### src/rtl/spi_slave_regbank_pkg.sv
// ---------------------------------------------------------------------------
// spi_regbank_pkg
// Shared constants and types for the SPI slave register bank.
//   FRAME_W / ADDR_W / DATA_W : frame geometry {rw, addr[6:0], data[7:0]}
//   CNT_W                     : width of the SCLK rise counter (0..16)
//   RW_BIT .. DATA_LSB        : bit positions of the fields inside a frame
//   spi_state_e               : frame-decoder FSM states
// ---------------------------------------------------------------------------
package spi_regbank_pkg;

    localparam int FRAME_W  = 16;
    localparam int ADDR_W   = 7;
    localparam int DATA_W   = 8;
    localparam int CNT_W    = 5;

    localparam int RW_BIT   = 15;
    localparam int ADDR_MSB = 14;
    localparam int ADDR_LSB = 8;
    localparam int DATA_MSB = 7;
    localparam int DATA_LSB = 0;

    typedef enum logic [1:0] {
        IDLE = 2'd0,
        ADDR = 2'd1,
        DATA = 2'd2,
        HOLD = 2'd3
    } spi_state_e;

endpackage

### src/rtl/spi_slave_regbank_if.sv
// ---------------------------------------------------------------------------
// spi_slave_regbank_if
// SPI pin bundle between an SPI master and the register bank.
//   spi_csn_i  : chip select, active low
//   spi_sclk_i : SPI clock, mode 0
//   spi_mosi_i : master-out data, MSB first
//   spi_miso_o : slave-out data, MSB first
// Modports: slave (register bank side), master (stimulus side).
// ---------------------------------------------------------------------------
interface spi_slave_regbank_if;

    logic spi_csn_i;
    logic spi_sclk_i;
    logic spi_mosi_i;
    logic spi_miso_o;

    modport slave (
        input  spi_csn_i,
        input  spi_sclk_i,
        input  spi_mosi_i,
        output spi_miso_o
    );

    modport master (
        output spi_csn_i,
        output spi_sclk_i,
        output spi_mosi_i,
        input  spi_miso_o
    );

endinterface

### src/rtl/spi_slave_regbank_sync_edge.sv
// ---------------------------------------------------------------------------
// spi_sync_edge
// Multi-stage synchronizer for an asynchronous pin plus registered rise/fall
// pulse detection. A pin edge shows up as a one-cycle pulse STAGES+1 cycles
// later.
//   sys_clk_i  : sampling clock
//   sys_rstn_i : asynchronous active-low reset
//   async_i    : raw pin
//   sync_o     : synchronized level
//   rise_o     : one-cycle pulse on a synchronized 0->1 transition
//   fall_o     : one-cycle pulse on a synchronized 1->0 transition
// RST_VAL is the level the chain assumes out of reset.
// ---------------------------------------------------------------------------
module spi_sync_edge #(
    parameter int   STAGES  = 2,
    parameter logic RST_VAL = 1'b0
) (
    input  logic sys_clk_i,
    input  logic sys_rstn_i,
    input  logic async_i,
    output logic sync_o,
    output logic rise_o,
    output logic fall_o
);

    logic [STAGES-1:0] sync_q;
    logic [STAGES:0]   chain_s;
    logic              prev_q;
    logic              rise_q;
    logic              fall_q;

    assign chain_s = {sync_q, async_i};
    assign sync_o  = sync_q[STAGES-1];
    assign rise_o  = rise_q;
    assign fall_o  = fall_q;

    // Synchronizer chain and edge pulse registers.
    always_ff @(posedge sys_clk_i or negedge sys_rstn_i) begin
        if (!sys_rstn_i) begin
            sync_q <= {STAGES{RST_VAL}};
            prev_q <= RST_VAL;
            rise_q <= 1'b0;
            fall_q <= 1'b0;
        end else begin
            sync_q <= chain_s[STAGES-1:0];
            prev_q <= sync_q[STAGES-1];
            rise_q <= sync_q[STAGES-1] & ~prev_q;
            fall_q <= ~sync_q[STAGES-1] & prev_q;
        end
    end

endmodule

### src/rtl/spi_slave_regbank.sv
// ---------------------------------------------------------------------------
// spi_slave_regbank
// SPI mode-0 slave decoding 16-bit frames {rw, addr[6:0], data[7:0]} into a
// bank of NUM_REGS 8-bit configuration registers. All pins are oversampled
// in sys_clk_i. Read data is returned on MISO within the same frame.
//   sys_clk_i   : system clock (only clock)
//   sys_rstn_i  : asynchronous active-low reset
//   spi         : SPI pins (slave modport of spi_slave_regbank_if)
//   regs_o      : register contents, reg k at [8k+7:8k]
//   wr_stb_o    : one-cycle pulse per committed write
//   wr_addr_o   : address of the last committed write
//   frame_err_o : one-cycle pulse per aborted frame
// Build option: SPI_REGBANK_FRAME_ERR_EN enables frame_err_o; without it the
// output is tied low (aborts are still handled).
// ---------------------------------------------------------------------------
module spi_slave_regbank
    import spi_regbank_pkg::*;
#(
    parameter int NUM_REGS    = 6,
    parameter int SYNC_STAGES = 2
) (
    input  logic                  sys_clk_i,
    input  logic                  sys_rstn_i,
    spi_slave_regbank_if.slave    spi,
    output logic [NUM_REGS*8-1:0] regs_o,
    output logic                  wr_stb_o,
    output logic [ADDR_W-1:0]     wr_addr_o,
    output logic                  frame_err_o
);

    function automatic logic addr_in_range(input logic [ADDR_W-1:0] a);
        return ({1'b0, a} < (ADDR_W + 1)'(NUM_REGS));
    endfunction

    logic sclk_rise_s;
    logic sclk_fall_s;
    logic csn_rise_s;
    logic csn_fall_s;
    logic mosi_s;
    logic sclk_sync_unused_s;
    logic csn_sync_unused_s;
    logic mosi_rise_unused_s;
    logic mosi_fall_unused_s;

    spi_sync_edge #(.STAGES(SYNC_STAGES), .RST_VAL(1'b0)) u_sclk_sync (
        .sys_clk_i  (sys_clk_i),
        .sys_rstn_i (sys_rstn_i),
        .async_i    (spi.spi_sclk_i),
        .sync_o     (sclk_sync_unused_s),
        .rise_o     (sclk_rise_s),
        .fall_o     (sclk_fall_s)
    );

    // CSn assumes "low" out of reset so that a reset taken mid-frame cannot
    // fabricate a falling edge; a new frame needs a real high-then-low.
    spi_sync_edge #(.STAGES(SYNC_STAGES), .RST_VAL(1'b0)) u_csn_sync (
        .sys_clk_i  (sys_clk_i),
        .sys_rstn_i (sys_rstn_i),
        .async_i    (spi.spi_csn_i),
        .sync_o     (csn_sync_unused_s),
        .rise_o     (csn_rise_s),
        .fall_o     (csn_fall_s)
    );

    // MOSI is stable around SCLK rise, so its level lines up with the
    // (one cycle later) registered rise pulse.
    spi_sync_edge #(.STAGES(SYNC_STAGES), .RST_VAL(1'b0)) u_mosi_sync (
        .sys_clk_i  (sys_clk_i),
        .sys_rstn_i (sys_rstn_i),
        .async_i    (spi.spi_mosi_i),
        .sync_o     (mosi_s),
        .rise_o     (mosi_rise_unused_s),
        .fall_o     (mosi_fall_unused_s)
    );

    spi_state_e              state_q, state_d;
    logic [CNT_W-1:0]        cnt_q, cnt_d;
    logic [DATA_W-2:0]       shift_q, shift_d;
    logic                    rw_q, rw_d;
    logic [ADDR_W-1:0]       addr_q, addr_d;
    logic [DATA_W-1:0]       rd_q, rd_d;
    logic                    miso_q, miso_d;
    logic                    wr_stb_q;
    logic [ADDR_W-1:0]       wr_addr_q;
    logic [DATA_W-1:0]       regs_q [NUM_REGS];

    logic [DATA_W-1:0]       byte_s;
    logic                    hdr_rw_s;
    logic [ADDR_W-1:0]       hdr_addr_s;
    logic [DATA_W-1:0]       rd_byte_s;
    logic                    commit_s;
    logic                    abort_s;

    // Byte completed by the current rise: seven shifted bits plus live MOSI.
    assign byte_s     = {shift_q, mosi_s};
    assign hdr_rw_s   = byte_s[RW_BIT - DATA_W];
    assign hdr_addr_s = byte_s[ADDR_MSB - DATA_W : ADDR_LSB - DATA_W];

    // Read snapshot of the addressed register; unimplemented addresses read 0.
    always_comb begin
        rd_byte_s = {DATA_W{1'b0}};
        for (int k = 0; k < NUM_REGS; k++) begin
            if (hdr_addr_s == ADDR_W'(k)) begin
                rd_byte_s = regs_q[k];
            end else begin
                rd_byte_s = rd_byte_s;
            end
        end
    end

    // Frame decoder next-state logic.
    always_comb begin
        state_d  = state_q;
        cnt_d    = cnt_q;
        shift_d  = shift_q;
        rw_d     = rw_q;
        addr_d   = addr_q;
        rd_d     = rd_q;
        miso_d   = miso_q;
        commit_s = 1'b0;
        abort_s  = 1'b0;
        case (state_q)
            IDLE: begin
                cnt_d  = {CNT_W{1'b0}};
                miso_d = 1'b0;
                if (csn_fall_s) begin
                    state_d = ADDR;
                end else begin
                    state_d = IDLE;
                end
            end
            ADDR: begin
                if (csn_rise_s) begin
                    abort_s = 1'b1;
                    miso_d  = 1'b0;
                    state_d = IDLE;
                end else if (sclk_rise_s) begin
                    cnt_d   = cnt_q + CNT_W'(1);
                    shift_d = byte_s[DATA_W-2:0];
                    if (cnt_q == CNT_W'(DATA_W - 1)) begin
                        rw_d    = hdr_rw_s;
                        addr_d  = hdr_addr_s;
                        state_d = DATA;
                        if (hdr_rw_s) begin
                            miso_d = rd_byte_s[DATA_W-1];
                            rd_d   = {rd_byte_s[DATA_W-2:0], 1'b0};
                        end else begin
                            miso_d = 1'b0;
                            rd_d   = {DATA_W{1'b0}};
                        end
                    end else begin
                        state_d = ADDR;
                    end
                end else begin
                    state_d = ADDR;
                end
            end
            DATA: begin
                // The final rise wins over a simultaneous CSn rise.
                if (sclk_rise_s && (cnt_q == CNT_W'(FRAME_W - 1))) begin
                    cnt_d    = cnt_q + CNT_W'(1);
                    state_d  = HOLD;
                    commit_s = ~rw_q & addr_in_range(addr_q);
                end else if (csn_rise_s) begin
                    abort_s = 1'b1;
                    miso_d  = 1'b0;
                    state_d = IDLE;
                end else if (sclk_rise_s) begin
                    cnt_d   = cnt_q + CNT_W'(1);
                    shift_d = byte_s[DATA_W-2:0];
                end else if (sclk_fall_s) begin
                    miso_d = rd_q[DATA_W-1];
                    rd_d   = {rd_q[DATA_W-2:0], 1'b0};
                end else begin
                    state_d = DATA;
                end
            end
            HOLD: begin
                if (csn_rise_s) begin
                    state_d = IDLE;
                end else begin
                    state_d = HOLD;
                end
            end
            default: begin
                state_d = IDLE;
            end
        endcase
    end

    // Frame decoder state registers and write strobe/address outputs.
    always_ff @(posedge sys_clk_i or negedge sys_rstn_i) begin
        if (!sys_rstn_i) begin
            state_q   <= IDLE;
            cnt_q     <= {CNT_W{1'b0}};
            shift_q   <= {(DATA_W-1){1'b0}};
            rw_q      <= 1'b0;
            addr_q    <= {ADDR_W{1'b0}};
            rd_q      <= {DATA_W{1'b0}};
            miso_q    <= 1'b0;
            wr_stb_q  <= 1'b0;
            wr_addr_q <= {ADDR_W{1'b0}};
        end else begin
            state_q   <= state_d;
            cnt_q     <= cnt_d;
            shift_q   <= shift_d;
            rw_q      <= rw_d;
            addr_q    <= addr_d;
            rd_q      <= rd_d;
            miso_q    <= miso_d;
            wr_stb_q  <= commit_s;
            wr_addr_q <= commit_s ? addr_q : wr_addr_q;
        end
    end

    // Register bank storage; byte_s holds the data field on the commit cycle.
    always_ff @(posedge sys_clk_i or negedge sys_rstn_i) begin
        if (!sys_rstn_i) begin
            for (int k = 0; k < NUM_REGS; k++) begin
                regs_q[k] <= {DATA_W{1'b0}};
            end
        end else begin
            for (int k = 0; k < NUM_REGS; k++) begin
                if (commit_s && (addr_q == ADDR_W'(k))) begin
                    regs_q[k] <= byte_s[DATA_MSB:DATA_LSB];
                end else begin
                    regs_q[k] <= regs_q[k];
                end
            end
        end
    end

    for (genvar g = 0; g < NUM_REGS; g++) begin : g_regs_out
        assign regs_o[g*8 +: 8] = regs_q[g];
    end

`ifdef SPI_REGBANK_FRAME_ERR_EN
    logic err_q;

    // One-cycle abort pulse.
    always_ff @(posedge sys_clk_i or negedge sys_rstn_i) begin
        if (!sys_rstn_i) begin
            err_q <= 1'b0;
        end else begin
            err_q <= abort_s;
        end
    end

    assign frame_err_o = err_q;
`else
    // Abort still drives the FSM; only the report is compiled out.
    logic abort_unused_s;
    assign abort_unused_s = abort_s;
    assign frame_err_o    = 1'b0;
`endif

    assign spi.spi_miso_o = miso_q;
    assign wr_stb_o       = wr_stb_q;
    assign wr_addr_o      = wr_addr_q;

endmodule

### src/flat_wrapper.sv
// flat-port wrapper written by rule: the top's interface ports become plain ports
module spi_slave_regbank_flat import spi_regbank_pkg::*;
#(
    parameter int NUM_REGS    = 6,
    parameter int SYNC_STAGES = 2
)
  (sys_clk_i, sys_rstn_i, regs_o, wr_stb_o, wr_addr_o, frame_err_o, spi_spi_csn_i, spi_spi_sclk_i, spi_spi_mosi_i, spi_spi_miso_o);
  spi_slave_regbank_if spi_i ();
  input  logic sys_clk_i;
  input  logic sys_rstn_i;
  output logic [NUM_REGS*8-1:0] regs_o;
  output logic wr_stb_o;
  output logic [ADDR_W-1:0] wr_addr_o;
  output logic frame_err_o;
  input wire logic [$bits(spi_i.spi_csn_i)-1:0] spi_spi_csn_i;
  input wire logic [$bits(spi_i.spi_sclk_i)-1:0] spi_spi_sclk_i;
  input wire logic [$bits(spi_i.spi_mosi_i)-1:0] spi_spi_mosi_i;
  output wire logic [$bits(spi_i.spi_miso_o)-1:0] spi_spi_miso_o;
  assign spi_i.spi_csn_i = spi_spi_csn_i;
  assign spi_i.spi_sclk_i = spi_spi_sclk_i;
  assign spi_i.spi_mosi_i = spi_spi_mosi_i;
  assign spi_spi_miso_o = spi_i.spi_miso_o;
  spi_slave_regbank #(.NUM_REGS(NUM_REGS), .SYNC_STAGES(SYNC_STAGES)) u_core (.sys_clk_i(sys_clk_i), .sys_rstn_i(sys_rstn_i), .spi(spi_i), .regs_o(regs_o), .wr_stb_o(wr_stb_o), .wr_addr_o(wr_addr_o), .frame_err_o(frame_err_o));
endmodule
### config.mk
export PLATFORM = sky130hd
export DESIGN_NAME = spi_slave_regbank_flat
export DESIGN_NICKNAME = d
export VERILOG_FILES = /design/src/rtl/spi_slave_regbank_pkg.sv /design/src/rtl/spi_slave_regbank_if.sv /design/src/rtl/spi_slave_regbank_sync_edge.sv /design/src/rtl/spi_slave_regbank.sv /design/src/flat_wrapper.sv
export SDC_FILE = /design/constraint.sdc
export NUM_CORES = 1
export LEC_CHECK = 0
export BUFFER_PORTS_ARGS = -buffer_cell sky130_fd_sc_hd__buf_2
export CORE_ASPECT_RATIO = 0.9
export CORE_MARGIN = 4
export CORE_UTILIZATION = 45
export CTS_CLUSTER_DIAMETER = 150
export CTS_CLUSTER_SIZE = 8
export DETAILED_ROUTE_END_ITERATION = 8
export GPL_ROUTABILITY_DRIVEN = 0
export PLACE_DENSITY = 0.73
export SLEW_MARGIN = 20
export SYNTH_ARGS = -nofsm -noshare
export SYNTH_HDL_FRONTEND = slang
export SYNTH_SLANG_ARGS = --single-unit
### constraint.sdc
create_clock -name sys_clk_i -period 2.9 [get_ports sys_clk_i]
set_input_delay 0.29 -clock sys_clk_i [delete_from_list [all_inputs] [get_ports sys_clk_i]]
set_output_delay 0.29 -clock sys_clk_i [all_outputs]
set_load 0.01 [all_outputs]
* Yosys cells after proc, flatten, opt, wreduce, memory -nomap -nowiden
Index checks and enable logic that the tools add are counted.
** Cells by class
- Add/subtract/negate cells :: 1
- Multipliers :: 0
- Divide/modulo/power cells :: 0
- Magnitude comparators :: 1
- Equality and inequality tests :: 28
- Shift operators :: 0
- Mux-type cells :: 44
- Bitwise gates (word level) :: 11
- Reduce and logical (&&, ||, !) cells :: 17
** Operator list (count)
- $mux 8 :: 14
- $eq 7x2->1 const B :: 4
- $eq 7x3->1 const B :: 4
- $mux 7 :: 3
- $mux 2 :: 8
- $pmux 8 s2 :: 1
- $mux 5 :: 3
- $pmux 5 s3 :: 1
- $eq 7x1->1 const B :: 2
- $logic_not 7->1 :: 2
- $pmux 7 s2 :: 1
- $ne 2x2->1 const B :: 6
- $mux 1 :: 11
- $ne 3x3->1 const B :: 3
- $ne 4x3->1 const B :: 2
- $pmux 2 s4 :: 1
- $reduce_and 8->1 :: 1
- $logic_and 1x1->1 :: 7
- $lt 7x3->1 const B :: 1
- $not 1->1 :: 6
- $reduce_and 6->1 :: 1
- $add 5x1->5 const B :: 1
- $and 1x1->1 :: 5
- $eq 5x3->1 const B :: 1
- 11 further kinds :: 13
** Word-level totals
- Register bits after elaboration :: 99
- Latch bits :: 0
- RAM bits :: 0
- Bits in read-only memories :: 0
- Input bits :: 5
- Output and inout port bits :: 58
- Memories kept :: 0

* Longest topological paths before layout
- Depth in word-level cells :: 12
- Depth in mapped cells :: 10

* Hierarchy
From an unflattened synthesis, not the netlist that was laid out.
** Unflattened totals
- Cell total of the unflattened synthesis :: 349
- Area, all modules :: 4633.2 µm²
** By module, submodules not included
- spi_slave_regbank :: instances 1, cells an instance 328, area each 4212.8 µm², sequential area each 2152.1 µm²
- spi_sync_edge :: instances 3, cells an instance 7, area each 140.1 µm², sequential area each 125.1 µm²

* Least setup slack after synthesis
Ideal clock, no wire load.
- Path kind :: reg-to-reg
- Start point :: register u_core.cnt_q[0]
- End point :: register u_core.rd_q[6]
- Data arrival time :: 2.218 ns
- Required time :: 2.774 ns
- Slack :: 0.556 ns
- Cell stages (with the launch flop) :: 10
- Path buffers :: 1
- Cell sequence :: dfrtp_1 > ha_1 > and3_1 > ha_1 > and3_1 > buf_4 > nor3_1 > a21boi_1 > nand2_1 > a2bb2oi_1
** Between the ends
- Longest elaborated chain between the ends :: 4
- Elaborated cells between the ends (all ways) :: 6
- Classes of those cells :: eq/ne (4); reduce/logical (2)
** Ends and longest elaborated chain
- from (decl) :: line spi_slave_regbank.sv:77 : logic [CNT_W-1:0] cnt_q, cnt_d;
- from (signal assigned) :: line spi_slave_regbank.sv:195 : cnt_q <= {CNT_W{1'b0}};
- from (signal assigned) :: line spi_slave_regbank.sv:205 : cnt_q <= cnt_d;
- $eq 5x4->1 :: line spi_slave_regbank.sv:160 : if (sclk_rise_s && (cnt_q == CNT_W'(FRAME_W - 1))) begin
- $logic_and 1x1->1 :: line spi_slave_regbank.sv:160
- $ne 2x2->1 (no line)
- $reduce_and 8->1 (no line) *
- to (signal assigned) :: line spi_slave_regbank.sv:199 : rd_q <= {DATA_W{1'b0}};
- to (signal assigned) :: line spi_slave_regbank.sv:209 : rd_q <= rd_d;
- to (decl) :: line spi_slave_regbank.sv:81 : logic [DATA_W-1:0] rd_q, rd_d;
Every way passes the cells marked *; elsewhere a longest branch is shown, timed or not.
A chain may end at the register's enable or synchronous reset.

* Worst setup path after layout
- Start point :: register u_core.cnt_q[1]
- End point :: register u_core.regs_q (netlist bit u_core.regs_o[13])
** Between the ends
- Longest elaborated chain between the ends :: 5
** Ends and longest elaborated chain
- $eq 5x4->1 :: line spi_slave_regbank.sv:160
- $logic_and 1x1->1 :: line spi_slave_regbank.sv:160
- $mux 1 :: line spi_slave_regbank.sv:160
- $mux 1 :: line spi_slave_regbank.sv:122 : case (state_q)
- $logic_and 1x1->1 :: line spi_slave_regbank.sv:224 : if (commit_s && (addr_q == ADDR_W'(k))) begin
- to (signal, indexed assignment) :: line spi_slave_regbank.sv:220 : regs_q[k] <= {DATA_W{1'b0}};
- to (signal, indexed assignment) :: line spi_slave_regbank.sv:225 : regs_q[k] <= byte_s[DATA_MSB:DATA_LSB];
- to (signal, indexed assignment) :: line spi_slave_regbank.sv:227 : regs_q[k] <= regs_q[k];
- to (decl) :: line spi_slave_regbank.sv:85 : logic [DATA_W-1:0] regs_q [NUM_REGS];
Every way passes these cells.

==> results.yml <==
outcome:
  status: "finished clean"
timing:
  final-max-slew-violation-count: 0
  clock_skew_ns: 0.00852
  timing.final.setup_violations: 0
  finalCritPeriodShare_pct: 94.5
  max_freq_mhz: 365
  setup_repair_after_global_routing_missed_its_margin: "false"
  timing.final.crit_period_ns: 2.74
  timing.final.hold_violations: 0
  timing_worst_slew_pin_value_ns: 0.820
  setup_slack_ns: 0.158
  final_sum_of_negative_setup_slack_ns: 0
  max-slew-margin-rel_pct: 45.3
  worst_hold_margin_ns: 0.0274
logic_synthesis:
  syn-num-nets: 383
  synth_enable_flop_cells: 0
  yosys.cell_types.count: 47
  netlist_area_um2: 4480
  synth_top_flop_cell: "sky130_fd_sc_hd__dfrtp_1"
  ys_top_cells_by_count: "sky130_fd_sc_hd__dfrtp_1, sky130_fd_sc_hd__mux2_2, sky130_fd_sc_hd__o21ai_0"
  synth.largest_area_cell: "sky130_fd_sc_hd__dfrtp_1"
  synth_warnings: 0
  synthCells: 371
  top_cells_by_area_synth: "sky130_fd_sc_hd__dfrtp_1, sky130_fd_sc_hd__mux2_2, sky130_fd_sc_hd__o21ai_0"
  synth_seq_area_share_pct: 54.8
  synth_most_common_cell: "sky130_fd_sc_hd__dfrtp_1"
  post-synth-top-area-fraction_pct: 54.8
  ys_async_sr_fraction_pct: 100
  yosys_register_bits: 98
  syn_avg_cell_area_um2: 12.1
global_routing:
  grt_max_degree: 67
  grt_pass1_vias: 3287
  grt_overflow: 0
  grt_antenna_before_repair: 0
  grt_pass1_wl_um: 17000
  grt_util_all_layers_pct: 18.5
setup_path:
  cp.required_ns: 3.15
  worst-setup-path-type: "flop to flop"
  critPathMaxFanout: 10
  worst_setup_path_start_kind: "flop"
  timing.critical_path.arrival_ns: 2.99
  crit_path_end_kind: "flop"
routing:
  remaining_drc_errors: 0
  dr.first_iter.drc_count: 158
  routed_via_density: 5.57
  dr.pass1.iters: 5
  antenna_left: 0
  dr_wl_cell_um: 17.9
  postRouteWirelength_um: 10100
  detailroute.via_count: 3141
clocking:
  htree_levels: 3
  clk_latency_ns: 0.36
  cts_tree: "yes"
  cts_buffer_depth: 2
  postCtsSetupBuffers: 0
  post_cts_resized: 0
  tritoncts_sink_count: 98
  cts_root_cell: "sky130_fd_sc_hd__clkbuf_8"
  cts.clk_slew.worst_paths_ns: 0.09
  cts_buffers: 9
  number_of_buffers_inserted_by_hold_repair_at_cts: 0
finish:
  layout-drive-gt1-share_pct: 36.5
  flow.area_growth_from_synthesis_pct: 14.5
  antenna-diode-count: 0
  nNetsFinal: 445
  layout.cell_area.non_filler_um2: 5120
placed_design:
  placement.setup.worst_slack_ns: 0.172
  place_area_um2: 4940
  dpl.hpwl_um: 7170
  io_buffers: 61
power_and_ir_drop:
  max-vdd-ir-drop_mv: 0.434
  power.density_nw_per_um2: 592
  power.leakage_nw: 2.58
floorplan:
  io-pin-count: 63
  floorplan.die.height_um: 103
  initial_standard_cell_utilization_of_the_core_pct: 46.1
  die_area_um2: 11600
  core_area_um2: 9700
  num_rows: 34
  die_x_um: 113
run:
  cap_viol_max_count: 0
min_path:
  worst_hold_path_type: "input pin to async pin"
[critical path, cell delays in order, from the launching register on]
cell and delay, ns:
sky130_fd_sc_hd__dfrtp_1 0.41, sky130_fd_sc_hd__ha_1 0.21, sky130_fd_sc_hd__and3_1 0.17, sky130_fd_sc_hd__ha_1 0.21
sky130_fd_sc_hd__and3_1 0.36, sky130_fd_sc_hd__nand3_4 0.18, sky130_fd_sc_hd__or4_1 0.70, sky130_fd_sc_hd__mux2_4 0.39
[placed cells by master (no fill, tap or decap), types with 8 or more instances in the layout]
cell type / synthesis / final
sky130_fd_sc_hd__mux2_2: 57 / 57
sky130_fd_sc_hd__a21oi_1: 14 / 14
sky130_fd_sc_hd__dfrtp_1: 98 / 98
sky130_fd_sc_hd__clkbuf_8: 0 / 10
sky130_fd_sc_hd__mux2i_1: 8 / 8
sky130_fd_sc_hd__buf_4: 2 / 11
sky130_fd_sc_hd__nor2b_1: 12 / 12
sky130_fd_sc_hd__o21ai_0: 26 / 26
sky130_fd_sc_hd__nor2_1: 25 / 25
sky130_fd_sc_hd__buf_2: 3 / 60
sky130_fd_sc_hd__nand2_1: 19 / 19
sky130_fd_sc_hd__inv_1: 12 / 12
[final timing paths]
kind	from	depth (start not counted)	end	slack (ns)
max	u_core.cnt_q[1]$_DFFE_PN0N_	7	u_core.regs_o[13]$_DFFE_PN0P_	0.16
min	sys_rstn_i	1	u_core.regs_o[20]$_DFFE_PN0P_	0.03
max reg2reg	u_core.cnt_q[1]$_DFFE_PN0N_	7	u_core.regs_o[13]$_DFFE_PN0P_	0.16
min reg2reg	u_core.u_mosi_sync.sync_q[0]$_DFF_PN0_	0	u_core.u_mosi_sync.sync_q[1]$_DFF_PN0_	0.36
max in group asynchronous	sys_rstn_i	2	u_core.regs_o[47]$_DFFE_PN0P_	2.20
min in group sys_clk_i	spi_spi_mosi_i	1	u_core.u_mosi_sync.sync_q[0]$_DFF_PN0_	0.03
[layer usage]
layer  vias to the layer above  GRT usage, %  routed length (µm)
met5                         -             0                   0
met2                       117          29.2                4790
met1                      1567          26.1                4490
li1                       1443             -                   -
met3                        14          4.05                 699
met4                         0          5.18                 136
[sequential cells by signal, summed over array words and instances (netlist names), 5 cells and up]
register	cells
u_core.regs_o	48
u_core.addr_q	7
u_core.rd_q	7
u_core.shift_q	7
u_core.wr_addr_o	7
u_core.cnt_q	5
[kinds of logic after synthesis]
kind of cell | after synthesis | share of synthesized area (%)
DFF | 98 | 54.8
and+or+nand+nor | 91 | 11.4
muxes | 74 | 19.4
AOI/OAI and AO/OA | 67 | 9.37
buffers and inverters | 33 | 3.05
adders and majority gates | 7 | 1.96
other | 1 | 0.0838
[where the power goes]
part	internal, mW	switching [mW]	leakage (nW)
Combinational	0.250	0.388	1.17
Sequential	1.46	0.123	1.33
Clock	0.345	0.470	0.0876
[final cells by class]
cell class | count | area [µm²]
repair buffers | 72 | 403
clock inverters | 4 | 33.8
inverters | 12 | 45.0
fillers | 847 | 4570
flip-flops and latches | 98 | 2450
multi-input cells | 240 | 1890
well taps | 126 | 158
clock buffers | 12 | 145
[stage by stage]
step / std cells / power, mW / util [%]
after floorplan: 371 / 2.01 / -
after CTS: 564 / 3.06 / 52.8
after detailed placement: 548 / 2.24 / 51.0
after global placement: 548 / 2.21 / 51.0
after global routing: 564 / 3.20 / 52.8
final: 564 / 3.03 / 52.8
Note: power is estimated with default switching activity, not from simulation.
